## src/rtl/i2s_pkg.sv

```systemverilog
// Shared I2S definitions: transmit sequencer states and channel encoding of lrclk.
package i2s_pkg;

   typedef enum logic [1:0] {IDLE, SYNC, LEFT, RIGHT} i2s_tx_state_t;

   localparam logic LEFT_CH  = 1'b0;
   localparam logic RIGHT_CH = 1'b1;

endpackage

```

## src/rtl/i2s_tx_ctrl_if.sv

```systemverilog
// Stereo sample stream into the I2S transmitter: {left, right} with valid/ready.
interface i2s_tx_ctrl_if #(
   parameter int DW = 24
);
   logic [2*DW-1:0] tdata;
   logic            tvalid;
   logic            tready;

   modport master (output tdata, output tvalid, input tready);
   modport slave  (input tdata, input tvalid, output tready);
endinterface

```

## src/rtl/i2s_edge_det.sv

```systemverilog
// Registers one clk-domain level and flags its rising and falling edges.
module i2s_edge_det #(
   parameter logic RST_VAL = 1'b0
) (
   input  logic clk,
   input  logic rst_n,
   input  logic d,
   output logic rise,
   output logic fall
);

   logic q_r;

   // previous-cycle copy of the input
   always_ff @(posedge clk or negedge rst_n) begin
      if (!rst_n) begin
         q_r <= RST_VAL;
      end else begin
         q_r <= d;
      end
   end

   assign rise = ~q_r & d;
   assign fall = q_r & ~d;

endmodule

```

## src/rtl/i2s_tx_ctrl.sv

```systemverilog
// I2S transmit sequencer: accepts one stereo sample per frame and shifts it
// MSB-first onto sd with the one-bit I2S delay; inserts silence on underrun.
module i2s_tx_ctrl
   import i2s_pkg::*;
#(
   parameter int DW   = 24,
   parameter int UR_W = 16
) (
   input  logic            clk,
   input  logic            rst_n,
   input  logic            en,
   input  logic            sclk,
   input  logic            lrclk,
   i2s_tx_ctrl_if.slave    s,
   output logic            sd,
   output logic            busy,
   output logic            underrun,
   output logic [UR_W-1:0] underrun_cnt
);

   localparam int CW = $clog2(DW + 1);

   i2s_tx_state_t   state_r, state_nxt_s;
   logic            sfall_s, unused_srise_s, lfall_s, lrise_s;
   logic            ready_s, xfer_s, starve_s, load_l_s, load_r_s;
   logic [2*DW-1:0] hold_r, hold_nxt_s;
   logic [DW-1:0]   shreg_r;
   logic [CW-1:0]   bcnt_r;
   logic            sd_r, busy_r, underrun_r;
   logic [UR_W-1:0] ur_cnt_r;

   // sclk idles low out of reset, lrclk idles high so the first real left edge is a fall
   i2s_edge_det #(.RST_VAL(1'b0)) u_sclk_edge (
      .clk   (clk),
      .rst_n (rst_n),
      .d     (sclk),
      .rise  (unused_srise_s),
      .fall  (sfall_s)
   );

   i2s_edge_det #(.RST_VAL(1'b1)) u_lrclk_edge (
      .clk   (clk),
      .rst_n (rst_n),
      .d     (lrclk),
      .rise  (lrise_s),
      .fall  (lfall_s)
   );

   // frame sequencing: a started frame always finishes its right channel
   always_comb begin
      state_nxt_s = state_r;
      case (state_r)
         IDLE: begin
            if (en) state_nxt_s = SYNC;
            else    state_nxt_s = IDLE;
         end
         SYNC: begin
            if (lfall_s) state_nxt_s = LEFT;
            else         state_nxt_s = SYNC;
         end
         LEFT: begin
            if (lrise_s) state_nxt_s = RIGHT;
            else         state_nxt_s = LEFT;
         end
         RIGHT: begin
            if (lfall_s) state_nxt_s = en ? LEFT : IDLE;
            else         state_nxt_s = RIGHT;
         end
         default: state_nxt_s = IDLE;
      endcase
   end

   // sample acceptance and the word each channel load picks up
   always_comb begin
      ready_s  = lfall_s & en & ((state_r == SYNC) | (state_r == RIGHT));
      xfer_s   = ready_s & s.tvalid;
      starve_s = ready_s & ~s.tvalid;
      if (xfer_s) begin
         hold_nxt_s = s.tdata;
      end else if (starve_s) begin
         hold_nxt_s = '0;
      end else begin
         hold_nxt_s = hold_r;
      end
      load_l_s = (state_nxt_s == LEFT) & ((state_r == SYNC) | (state_r == RIGHT));
      load_r_s = (state_r == LEFT) & lrise_s;
   end

   // state, hold register and status
   always_ff @(posedge clk or negedge rst_n) begin
      if (!rst_n) begin
         state_r    <= IDLE;
         hold_r     <= '0;
         busy_r     <= 1'b0;
         underrun_r <= 1'b0;
         ur_cnt_r   <= '0;
      end else begin
         state_r    <= state_nxt_s;
         hold_r     <= hold_nxt_s;
         busy_r     <= (state_nxt_s == LEFT) | (state_nxt_s == RIGHT);
         underrun_r <= starve_s;
         if (starve_s && (ur_cnt_r != {UR_W{1'b1}})) begin
            ur_cnt_r <= ur_cnt_r + {{(UR_W-1){1'b0}}, 1'b1};
         end
      end
   end

   // serializer: a channel edge only loads, so its MSB goes out on the following sclk fall
   always_ff @(posedge clk or negedge rst_n) begin
      if (!rst_n) begin
         shreg_r <= '0;
         bcnt_r  <= '0;
         sd_r    <= 1'b0;
      end else if (load_l_s) begin
         shreg_r <= hold_nxt_s[2*DW-1:DW];
         bcnt_r  <= '0;
      end else if (load_r_s) begin
         shreg_r <= hold_r[DW-1:0];
         bcnt_r  <= '0;
      end else if (!busy_r) begin
         sd_r <= 1'b0;
      end else if (sfall_s) begin
         if (bcnt_r < CW'(DW)) begin
            sd_r    <= shreg_r[DW-1];
            shreg_r <= {shreg_r[DW-2:0], 1'b0};
            bcnt_r  <= bcnt_r + CW'(1);
         end else begin
            sd_r <= 1'b0;
         end
      end
   end

   assign s.tready     = ready_s;
   assign sd           = sd_r;
   assign busy         = busy_r;
   assign underrun     = underrun_r;
   assign underrun_cnt = ur_cnt_r;

endmodule

```

## src/flat_wrapper.sv

```systemverilog
// flat-port wrapper written by rule: the top's interface ports become plain ports
module i2s_tx_ctrl_flat import i2s_pkg::*;
#(
   parameter int DW   = 24,
   parameter int UR_W = 16
)
  (clk, rst_n, en, sclk, lrclk, sd, busy, underrun, underrun_cnt, s_tdata, s_tvalid, s_tready);
  i2s_tx_ctrl_if #(.DW(DW)) s_i ();
  input  logic clk;
  input  logic rst_n;
  input  logic en;
  input  logic sclk;
  input  logic lrclk;
  output logic sd;
  output logic busy;
  output logic underrun;
  output logic [UR_W-1:0] underrun_cnt;
  input wire logic [$bits(s_i.tdata)-1:0] s_tdata;
  input wire logic [$bits(s_i.tvalid)-1:0] s_tvalid;
  output wire logic [$bits(s_i.tready)-1:0] s_tready;
  assign s_i.tdata = s_tdata;
  assign s_i.tvalid = s_tvalid;
  assign s_tready = s_i.tready;
  i2s_tx_ctrl #(.DW(DW), .UR_W(UR_W)) u_core (.clk(clk), .rst_n(rst_n), .en(en), .sclk(sclk), .lrclk(lrclk), .s(s_i), .sd(sd), .busy(busy), .underrun(underrun), .underrun_cnt(underrun_cnt));
endmodule
```

## config.mk

```make
export PLATFORM = sky130hd
export DESIGN_NAME = i2s_tx_ctrl_flat
export DESIGN_NICKNAME = d
export VERILOG_FILES = /design/src/rtl/i2s_pkg.sv /design/src/rtl/i2s_tx_ctrl_if.sv /design/src/rtl/i2s_edge_det.sv /design/src/rtl/i2s_tx_ctrl.sv /design/src/flat_wrapper.sv
export SDC_FILE = /design/constraint.sdc
export NUM_CORES = 1
export LEC_CHECK = 0
export BUFFER_PORTS_ARGS = -buffer_cell sky130_fd_sc_hd__buf_2
export CORE_MARGIN = 1
export CORE_UTILIZATION = 35
export DETAILED_ROUTE_END_ITERATION = 7
export HOLD_SLACK_MARGIN = 0.05
export SLEW_MARGIN = 20
export SYNTH_ARGS = -nofsm -noshare
export SYNTH_HDL_FRONTEND = slang
export SYNTH_SLANG_ARGS = --single-unit
```

## constraint.sdc

```tcl
create_clock -name clk -period 2 [get_ports clk]
set_clock_uncertainty 0.15 [all_clocks]
set_input_delay 0.1 -clock clk [delete_from_list [all_inputs] [get_ports clk]]
set_output_delay 0.1 -clock clk [all_outputs]
set_load 0.005 [all_outputs]
```

# [Word level (Yosys, flattened, before mapping)]
# Index checks and enable logic that the tools add are counted.
[totals] romBits=0 wordCells=67 latch_bits=0 ram_bits=0 output_inout_bits=20 ff_bits=100 in_bits=54 n_memories=0
[classes] multipliers=0 add_sub_neg=2 muxes=21 order_cmp=1 div=0 bitwise_logic=17 n_reduce_logical=8 shifts=0 eq_ne=7
[ops] cell="$mux 24" count=5
[ops] cell="$mux 48" count=2
[ops] cell="$mux 5" count=5
[ops] cell="$add 16x1->16 const B" count=1
[ops] cell="$ne 16x16->1 const B" count=1
[ops] cell="$and 1x1->1" count=9
[ops] cell="$reduce_bool 3->1" count=3
[ops] cell="$eq 2x2->1 const B" count=4
[ops] cell="$pmux 2 s4" count=1
[ops] cell="$mux 2" count=3
[ops] cell="$not 1->1" count=6
[ops] cell="$reduce_and 3->1" count=2
[ops] cell="$add 5x1->5 const B" count=1
[ops] cell="$lt 5x5->1 const B" count=1
[ops] cell="$mux 1" count=5
[ops] cell="$eq 2x1->1 const B" count=1
[ops] cell="$logic_not 2->1" count=1
[ops] cell="$ne 2x1->1 const B" count=1
[ops] cell="$or 1x1->1" count=2
[ops] cell="$reduce_bool 2->1" count=1
[ops] cell="$logic_and 1x1->1" count=1

# [Longest topological paths before layout]
# Gate-level depths: netlist (run 1).
[depth] ltp_word=8 depth_mapped=6 ltp_nobuf=5

# [Modules after synthesis]
# A second synthesis (run 1) with hierarchy kept.
[unflattened] hier_cells=518 hier_area_um2=4830.9
[by_module_without_submodules] module="i2s_tx_ctrl" seq_area_each_um2=2452.4 instances=1 area_per_inst_um2=4749.6 cells_per_inst=512
[by_module_without_submodules] module="i2s_edge_det (u_core.u_lrclk_edge)" seq_area_each_um2=26.3 instances=1 area_per_inst_um2=41.3 cells_per_inst=3
[by_module_without_submodules] module="i2s_edge_det (u_core.u_sclk_edge)" seq_area_each_um2=25.0 instances=1 area_per_inst_um2=40.0 cells_per_inst=3

# [Least setup slack after synthesis (run 1)]
# OpenSTA, ideal clock, no wires.
[synth_path] kind="flip-flop to flip-flop" start="register u_core.ur_cnt_r[11], in the netlist u_core.underrun_cnt[11]" end="register u_core.ur_cnt_r[1], in the netlist u_core.underrun_cnt[1]" path_slack_ns=0.260 t_required_ns=1.725 arrival_time_ns=1.465 synth_period_minus_slack_ns=1.740 n_path_buf=1 stages_incl_launch_ff=6 setup_time_ns=0.125 path_cell_list="dfrtp_1 > and4_1 > nand2_1 > o31a_1 > buf_2 > mux2_4"
[synth_via] elab_chain_len=2
[synth_rtl] item="from (decl)" line_no="i2s_tx_ctrl.sv:30" text="logic [UR_W-1:0] ur_cnt_r;"
[synth_rtl] item="from (signal assigned)" line_no="i2s_tx_ctrl.sv:103" text="ur_cnt_r <= ur_cnt_r + {{(UR_W-1){1'b0}}, 1'b1};"
[synth_rtl] item="$ne 16x16->1" line_no="i2s_tx_ctrl.sv:102" text="if (starve_s && (ur_cnt_r != {UR_W{1'b1}})) begin"
[synth_rtl] item="$logic_and 1x1->1" line_no="i2s_tx_ctrl.sv:102"
# No other way between the ends.
# A chain may end at the register's enable or synchronous reset.

# [Worst setup path in the final report (run 1)]
[layout_path] start="register u_core.u_lrclk_edge.q_r" end="register u_core.ur_cnt_r[1], in the netlist u_core.underrun_cnt[1]"
[layout_via] elab_chain_len=5
[layout_rtl] item="from (decl)" line_no="i2s_edge_det.sv:12" text="logic q_r;"
[layout_rtl] item="from (signal assigned)" line_no="i2s_edge_det.sv:17" text="q_r <= RST_VAL;"
[layout_rtl] item="from (signal assigned)" line_no="i2s_edge_det.sv:19" text="q_r <= d;"
[layout_rtl] item="$and 1x1->1" line_no="i2s_edge_det.sv:24" text="assign fall = q_r & ~d;"
[layout_rtl] item="$and 1x1->1 (2 in a row)" line_no="i2s_tx_ctrl.sv:75" text="ready_s = lfall_s & en & ((state_r == SYNC) | (state_r == RIGHT));"
[layout_rtl] item="$and 1x1->1" line_no="i2s_tx_ctrl.sv:77" text="starve_s = ready_s & ~s.tvalid;"
[layout_rtl] item="net u_core.starve_s" line_no="i2s_tx_ctrl.sv:25" text="logic ready_s, xfer_s, starve_s, load_l_s, load_r_s;"
[layout_rtl] item="$logic_and 1x1->1" line_no="i2s_tx_ctrl.sv:102"
# The timed path passes the listed nets, and every way through them passes these cells.

==> results.cfg, run 1 <==
[timing]
worstMarginPinSlew_ns = 0.523
setup_violations = 0
fmax_ghz = 0.527
slew_headroom_pct = 65.1
fin_crit_ns = 1.90
hold_viol_final = 0
period_share_pct = 94.8
drv_slew = 0

[drt]
firstDrtPassIters = 4
viasPerCell = 4.74
drt-total-wl_mm = 10.4
wl_per_cell_um = 13.4
post-route-drc-count = 0
vias = 3672
ant_nets = 0
drt-initial-drc-count = 229

[clock_tree]
clock_path_buffers = 2
cts.sinks = 100
clkLatencyLatePin_ns = 0.35
numCtsBuffers = 9
root_buffer = clkbuf_16
htree_levels = 3
clk_pin_slew_ns = 0.07
cts_tree = yes
cts_setup_buffers = 0

[yosys]
yosysMostFrequentCell = nand2_1
yosys.area.top_type = dfrtp_1
synth_nets = 535
synth_seq_cells = 100
netlist_area_mm2 = 0.00433
yosysWarnings = 0
ys_seq_area_share_pct = 57.8
synth_top_flop_cell = dfrtp_1
synth_top_area_share_pct = 57.2
synth_cell_types = 35
synth-edff-count = 0
synth_common_cells = nand2_1, dfrtp_1, o21ai_0
netlist_instances = 479
synth.avg_cell_area_um2 = 9.05
synthTopCellsByArea = dfrtp_1, nand2_1, o21ai_0
synthArstFlopShare_pct = 100

[critical_path]
start_kind = flip-flop
r2r_start = u_core.u_lrclk_edge.q_r$_DFF_PN1_
cp_max_fo = 9
worstSetupPathType = flip-flop to flip-flop
endpoint_kind = flip-flop
crit_required_ns = 2.08
cp.arrival_ns = 1.98
r2r_cells = 4
reg2reg_slack_ns = 0.10
reg2reg_to = u_core.underrun_cnt[1]$_DFFE_PN0P_

[flow_run]
max_cap_viol_count = 0

[place]
place_inst = 705
dpl.hpwl_mm = 6.66
gp_congestion = 0.834
io_buffers = 73
dpl-instance-area_mm2 = 0.00495

[outcome]
status = finished clean

[floorplanning]
die-area_mm2 = 0.0128
fp.dieW_um = 113
die_h_um = 113
rows = 40
core_area_mm2 = 0.0121
pin_count = 74
start_util_pct = 35.9

[power]
p_leak_nw = 2.67
p_sw_mw = 2.02
intPower_mw = 4.36
clkPwrFrac_pct = 28.9
seqPwrFrac_pct = 47.9
max-vdd-ir-drop_v = 0.000484
comb_power_share_pct = 23.2
power_per_cell_area_mw_per_mm2 = 1100
swShare_pct = 31.7
totalPowerFinal_mw = 6.38

[min_path]
hp-class = primary input to async pin

[layout]
fin_area_mm2 = 0.00581
syn_to_final_growth_pct = 34.1
nNetsFinal = 658
num_antenna_cells = 0
fin_cells = 775
fin_util_pct = 48.2
drive_gt1_share_pct = 17.8
fillerInstances = 1175

[global_routing]
grt_pass1_wl_mm = 17.5
grt_pass1_vias = 3524
grt_antenna_before_repair = 0
grt_overflow_total = 0
grtUsageTotal_pct = 17.2
grt_max_degree = 101
[stage by stage]
stage / setup slack [ns] / TNS, ns / hold WS, ns
global placement: 0.197 / 0 / 0.0513
CTS: 0.129 / 0 / 0.236
finish: 0.104 / 0 / 0.209
detailed placement: 0.118 / 0 / 0.0534
floorplan: 0.260 / 0 / -0.346
global route: -0.00181 / -0.00181 / 0.260
[layout make-up]
type | count | area (um2) | area share, %
Sequential cell | 100 | 2500 | 43.1
Clock inverter | 7 | 90.1 | 1.55
Tap cell | 168 | 210 | 3.62
Multi-Input combinational cell | 348 | 1720 | 29.6
Clock buffer | 9 | 225 | 3.88
Inverter | 4 | 15.0 | 0.258
Timing Repair Buffer | 139 | 1050 | 18.0
[state kept, by name, summed over array words and instances, names as in the netlist]
register and count:
u_core.hold_r 48, u_core.sd 1, u_core.underrun_cnt 16, u_core.shreg_r 24, u_core.state_r 2, u_core.u_sclk_edge.q_r 1
u_core.busy 1, u_core.u_lrclk_edge.q_r 1, u_core.bcnt_r 5, u_core.underrun 1
[cell families after synthesis]
logic type / after synthesis / synth area share (%)
and+or+nand+nor: 221 / 21.5
muxes: 2 / 0.577
xor gates and xnor gates: 16 / 3.23
DFF: 100 / 57.8
AOI/OAI and AO/OA: 107 / 13.6
buffers and inverters: 31 / 2.77
adders and majority gates: 2 / 0.577
[per-layer routing]
layer  part of all wire [%]  up-vias  global-route usage [%]
li1                       -     1852                       -
met1                     49     1723                    23.7
met2                     46       87                    27.6
met3                    3.8       10                    2.57
met4                    1.0        0                    6.32
met5                      0        -                       0
[power groups by stage]
stage	Combinational [mW]	Sequential [mW]	Clock [mW]
final	1.48	3.06	1.84
after CTS	1.50	3.05	1.87
after detailed placement	1.42	3.08	0
after global routing	1.73	3.13	1.96
after floorplan	0.962	2.98	0
after global placement	1.37	3.06	0
[placed cells by master, fill, tap and decap left out, drive strengths merged, types with 2 or more instances in the layout]
cell type	count
and3	2
dfrtp	99
nand2b	2
nor2	33
xor2	3
nand3b	2
ha	2
nor2b	2
nand3	4
nand2	161
a41oi	2
xnor2	13
nand4	8
a31oi	24
or2	2
clkbuf	9
buf	85
dlygate4sd3	54
o21ai	73
a21oi	3
inv	9
[what timing repair did]
action / in CTS / in global routing
endpoints found under the setup margin: 0 / 2
hold endpoints to repair: 168 / 0
hold buffers: 54 / 0
gates resized for setup: 0 / 2
[critical path: stages, from the launching register on]
cell	delay, ns
dfstp_2	0.57
nand4b_4	0.17
nor2_1	0.16
o31a_1	0.39
mux2_4	0.34
[worst max path at each step]
stage	to	start	slack [ns]	cells after the start
floorplan	u_core.underrun_cnt[1]$_DFFE_PN0P_	u_core.underrun_cnt[11]$_DFFE_PN0P_	0.26	5
global placement	u_core.sd$_DFFE_PN0P_	u_core.u_lrclk_edge.q_r$_DFF_PN1_	0.20	5
detailed placement	u_core.underrun_cnt[1]$_DFFE_PN0P_	u_core.u_lrclk_edge.q_r$_DFF_PN1_	0.12	4
CTS	u_core.underrun_cnt[13]$_DFFE_PN0P_	u_core.underrun_cnt[5]$_DFFE_PN0P_	0.13	5
global route	u_core.underrun_cnt[7]$_DFFE_PN0P_	u_core.u_lrclk_edge.q_r$_DFF_PN1_	-0.002	5
finish	u_core.underrun_cnt[1]$_DFFE_PN0P_	u_core.u_lrclk_edge.q_r$_DFF_PN1_	0.10	4
Power figures use the tool's default switching activity.
==> run 2: changes to the inputs <==
Clock period 2 ns to 1.8 ns, I/O delays scaled along.
==> run 2 against run 1 <==
  * Clock power increased by 3%
  * Cell count increased by 3.0%
  * Die area unchanged
  * Total power increased by 16%
  * Largest cell class unchanged
  * Wire length increased by 3.3%
  * Critical endpoint is now u_core.sd$_DFFE_PN0P_
  * Combinational power increased by 40%
  * Global-route usage increased by 0.24 points
  * Sequential share of layout area decreased by 2.5 points
  * Worst setup slack got worse by 0.079 ns
  * Clock-buffer cell count increased by 2
  * Fmax increased by 6.8%
==> results.cfg, run 2 (synthesized netlist as in run 1, its figures left out) <==
[critical_path]
cp.depth = 5
r2r_start = u_core.u_lrclk_edge.q_r$_DFF_PN1_
crit_end = u_core.sd$_DFFE_PN0P_
endpoint_kind = flip-flop
crit_start = u_core.u_lrclk_edge.q_r$_DFF_PN1_
start_kind = flip-flop
cpPeakStageDelay_ns = 0.56
cp_slowest_cell = dfstp_2
crit_family = flip-flops
path_cells = nand3b_1 -> or2_2 -> o21ai_1 -> a21oi_1 -> mux2i_1
reg2reg_to = u_core.sd$_DFFE_PN0P_
cp_max_fo = 6
crit_required_ns = 1.88
reg2reg_slack_ns = 0.03
cp.arrival_ns = 1.85
r2r_cells = 5
worstSetupPathType = flip-flop to flip-flop
crit_buf_inv = 0

[timing]
drv_slew = 0
setup_violations = 0
period_share_pct = 98.6
worstMarginPinSlew_ns = 0.566
rsz0062_at_grt = yes
hold_viol_final = 0
fin_crit_ns = 1.77
fmax_ghz = 0.564
slew_headroom_pct = 62.3

[power]
max-vdd-ir-drop_v = 0.000595
power_per_cell_area_mw_per_mm2 = 1200
p_leak_nw = 2.81

[global_routing]
grtUsageMet2_pct = 27.0
grt_pass1_vias = 3686
grt_util_met3_pct = 3.59
top_usage_layer = met2
grt_overflow_total = 0
grt_max_degree = 62
met1_usage_pct = 24.6
grt_pass1_wl_mm = 17.8
grtUsageTotal_pct = 17.5
grt_antenna_before_repair = 0

[place]
place_inst = 725
dpl.hpwl_mm = 6.81
dpl-instance-area_mm2 = 0.00513
io_buffers = 73
gp_congestion = 0.830

[floorplanning]
start_util_pct = 35.9
die_h_um = 113
pin_count = 74
die-area_mm2 = 0.0128
rows = 40
core_area_mm2 = 0.0121
fp.dieW_um = 113

[drt]
ant_nets = 0
drt-total-wl_mm = 10.7
wl_per_cell_um = 13.4
firstDrtPassIters = 4
post-route-drc-count = 0
vias = 3763
drt-initial-drc-count = 169
viasPerCell = 4.72

[layout]
fin_cells = 798
fin_area_mm2 = 0.00617
nNetsFinal = 681
mostFrequentLayoutCells = nand2_1, dfrtp_1, buf_2, dlygate4sd3_1, o21ai_0
largest_reg_flops = 48
final_common_cell = nand2_1
top_register = u_core.hold_r
num_antenna_cells = 0
syn_to_final_growth_pct = 42.3
drive_gt1_share_pct = 24.6
fin_util_pct = 51.1
fillerInstances = 1136

[flow_run]
max_cap_viol_count = 0

[clock_tree]
clk_pin_slew_ns = 0.06
clock_path_buffers = 2
clkLatencyLatePin_ns = 0.34
htree_levels = 3
cts.sinks = 100
numCtsBuffers = 9
cts_tree = yes
root_buffer = clkbuf_16
cts_setup_buffers = 0

[outcome]
status = finished clean

[min_path]
hp-class = primary input to async pin
[run 2: per-stage QoR]
step           setup TNS (ns)  hold slack (ns)  power, mW  worst slack, ns
6_report                    0            0.139       7.41           0.0255
4_1_cts                     0            0.147       7.10          0.00406
3_5_place_dp                0          -0.0250       5.09          0.00272
3_3_place_gp                0          -0.0337       5.00           0.0253
5_1_grt                -0.621            0.196       7.90          -0.0782
2_1_floorplan               0           -0.356       4.38           0.0602
[run 2: worst min path at each step]
stage / to / slack [ns]
global route: u_core.hold_r[43]$_DFF_PN0_ / 0.20
detailed placement: u_core.underrun_cnt[2]$_DFFE_PN0P_ / -0.03
floorplan: u_core.bcnt_r[0]$_DFFE_PN0P_ / -0.36
finish: u_core.underrun_cnt[8]$_DFFE_PN0P_ / 0.14
CTS: u_core.hold_r[42]$_DFF_PN0_ / 0.15
global placement: u_core.underrun_cnt[1]$_DFFE_PN0P_ / -0.03
[run 2: final cells by class]
cell class              instances  area [um2]  area share, %
clock buffers                  11         253           4.10
multi-input cells             348        1830           29.7
inverters                       4        15.0          0.243
well taps                     168         210           3.41
clock inverters                 5        43.8          0.710
flip-flops and latches        100        2500           40.6
repair buffers                162        1310           21.2
[run 2: what timing repair did]
| action | CTS | global route |
|---|---|---|
| gates cloned | 0 | 3 |
| pin swaps | 0 | 3 |
| endpoints found under the hold margin | 162 | 0 |
| resized for setup | 2 | 56 |
| hold buffers | 54 | 0 |
| endpoints found under the setup margin | 2 | 35 |
[run 2: routing by layer]
layer / share of wire [%] / routed length [um] / up-vias
li1: - / - / 1898
met1: 48 / 5120 / 1760
met2: 47 / 4980 / 92
met3: 4.3 / 461 / 13
met4: 1.3 / 136 / 0
met5: 0 / 0 / -
[run 2: power breakdown]
| group | total (mW) | internal (mW) | leakage [nW] | switching (mW) |
|---|---|---|---|---|
| clock network | 1.89 | 1.03 | 0.140 | 0.862 |
| logic | 2.07 | 1.01 | 1.39 | 1.06 |
| registers | 3.45 | 2.98 | 1.28 | 0.462 |
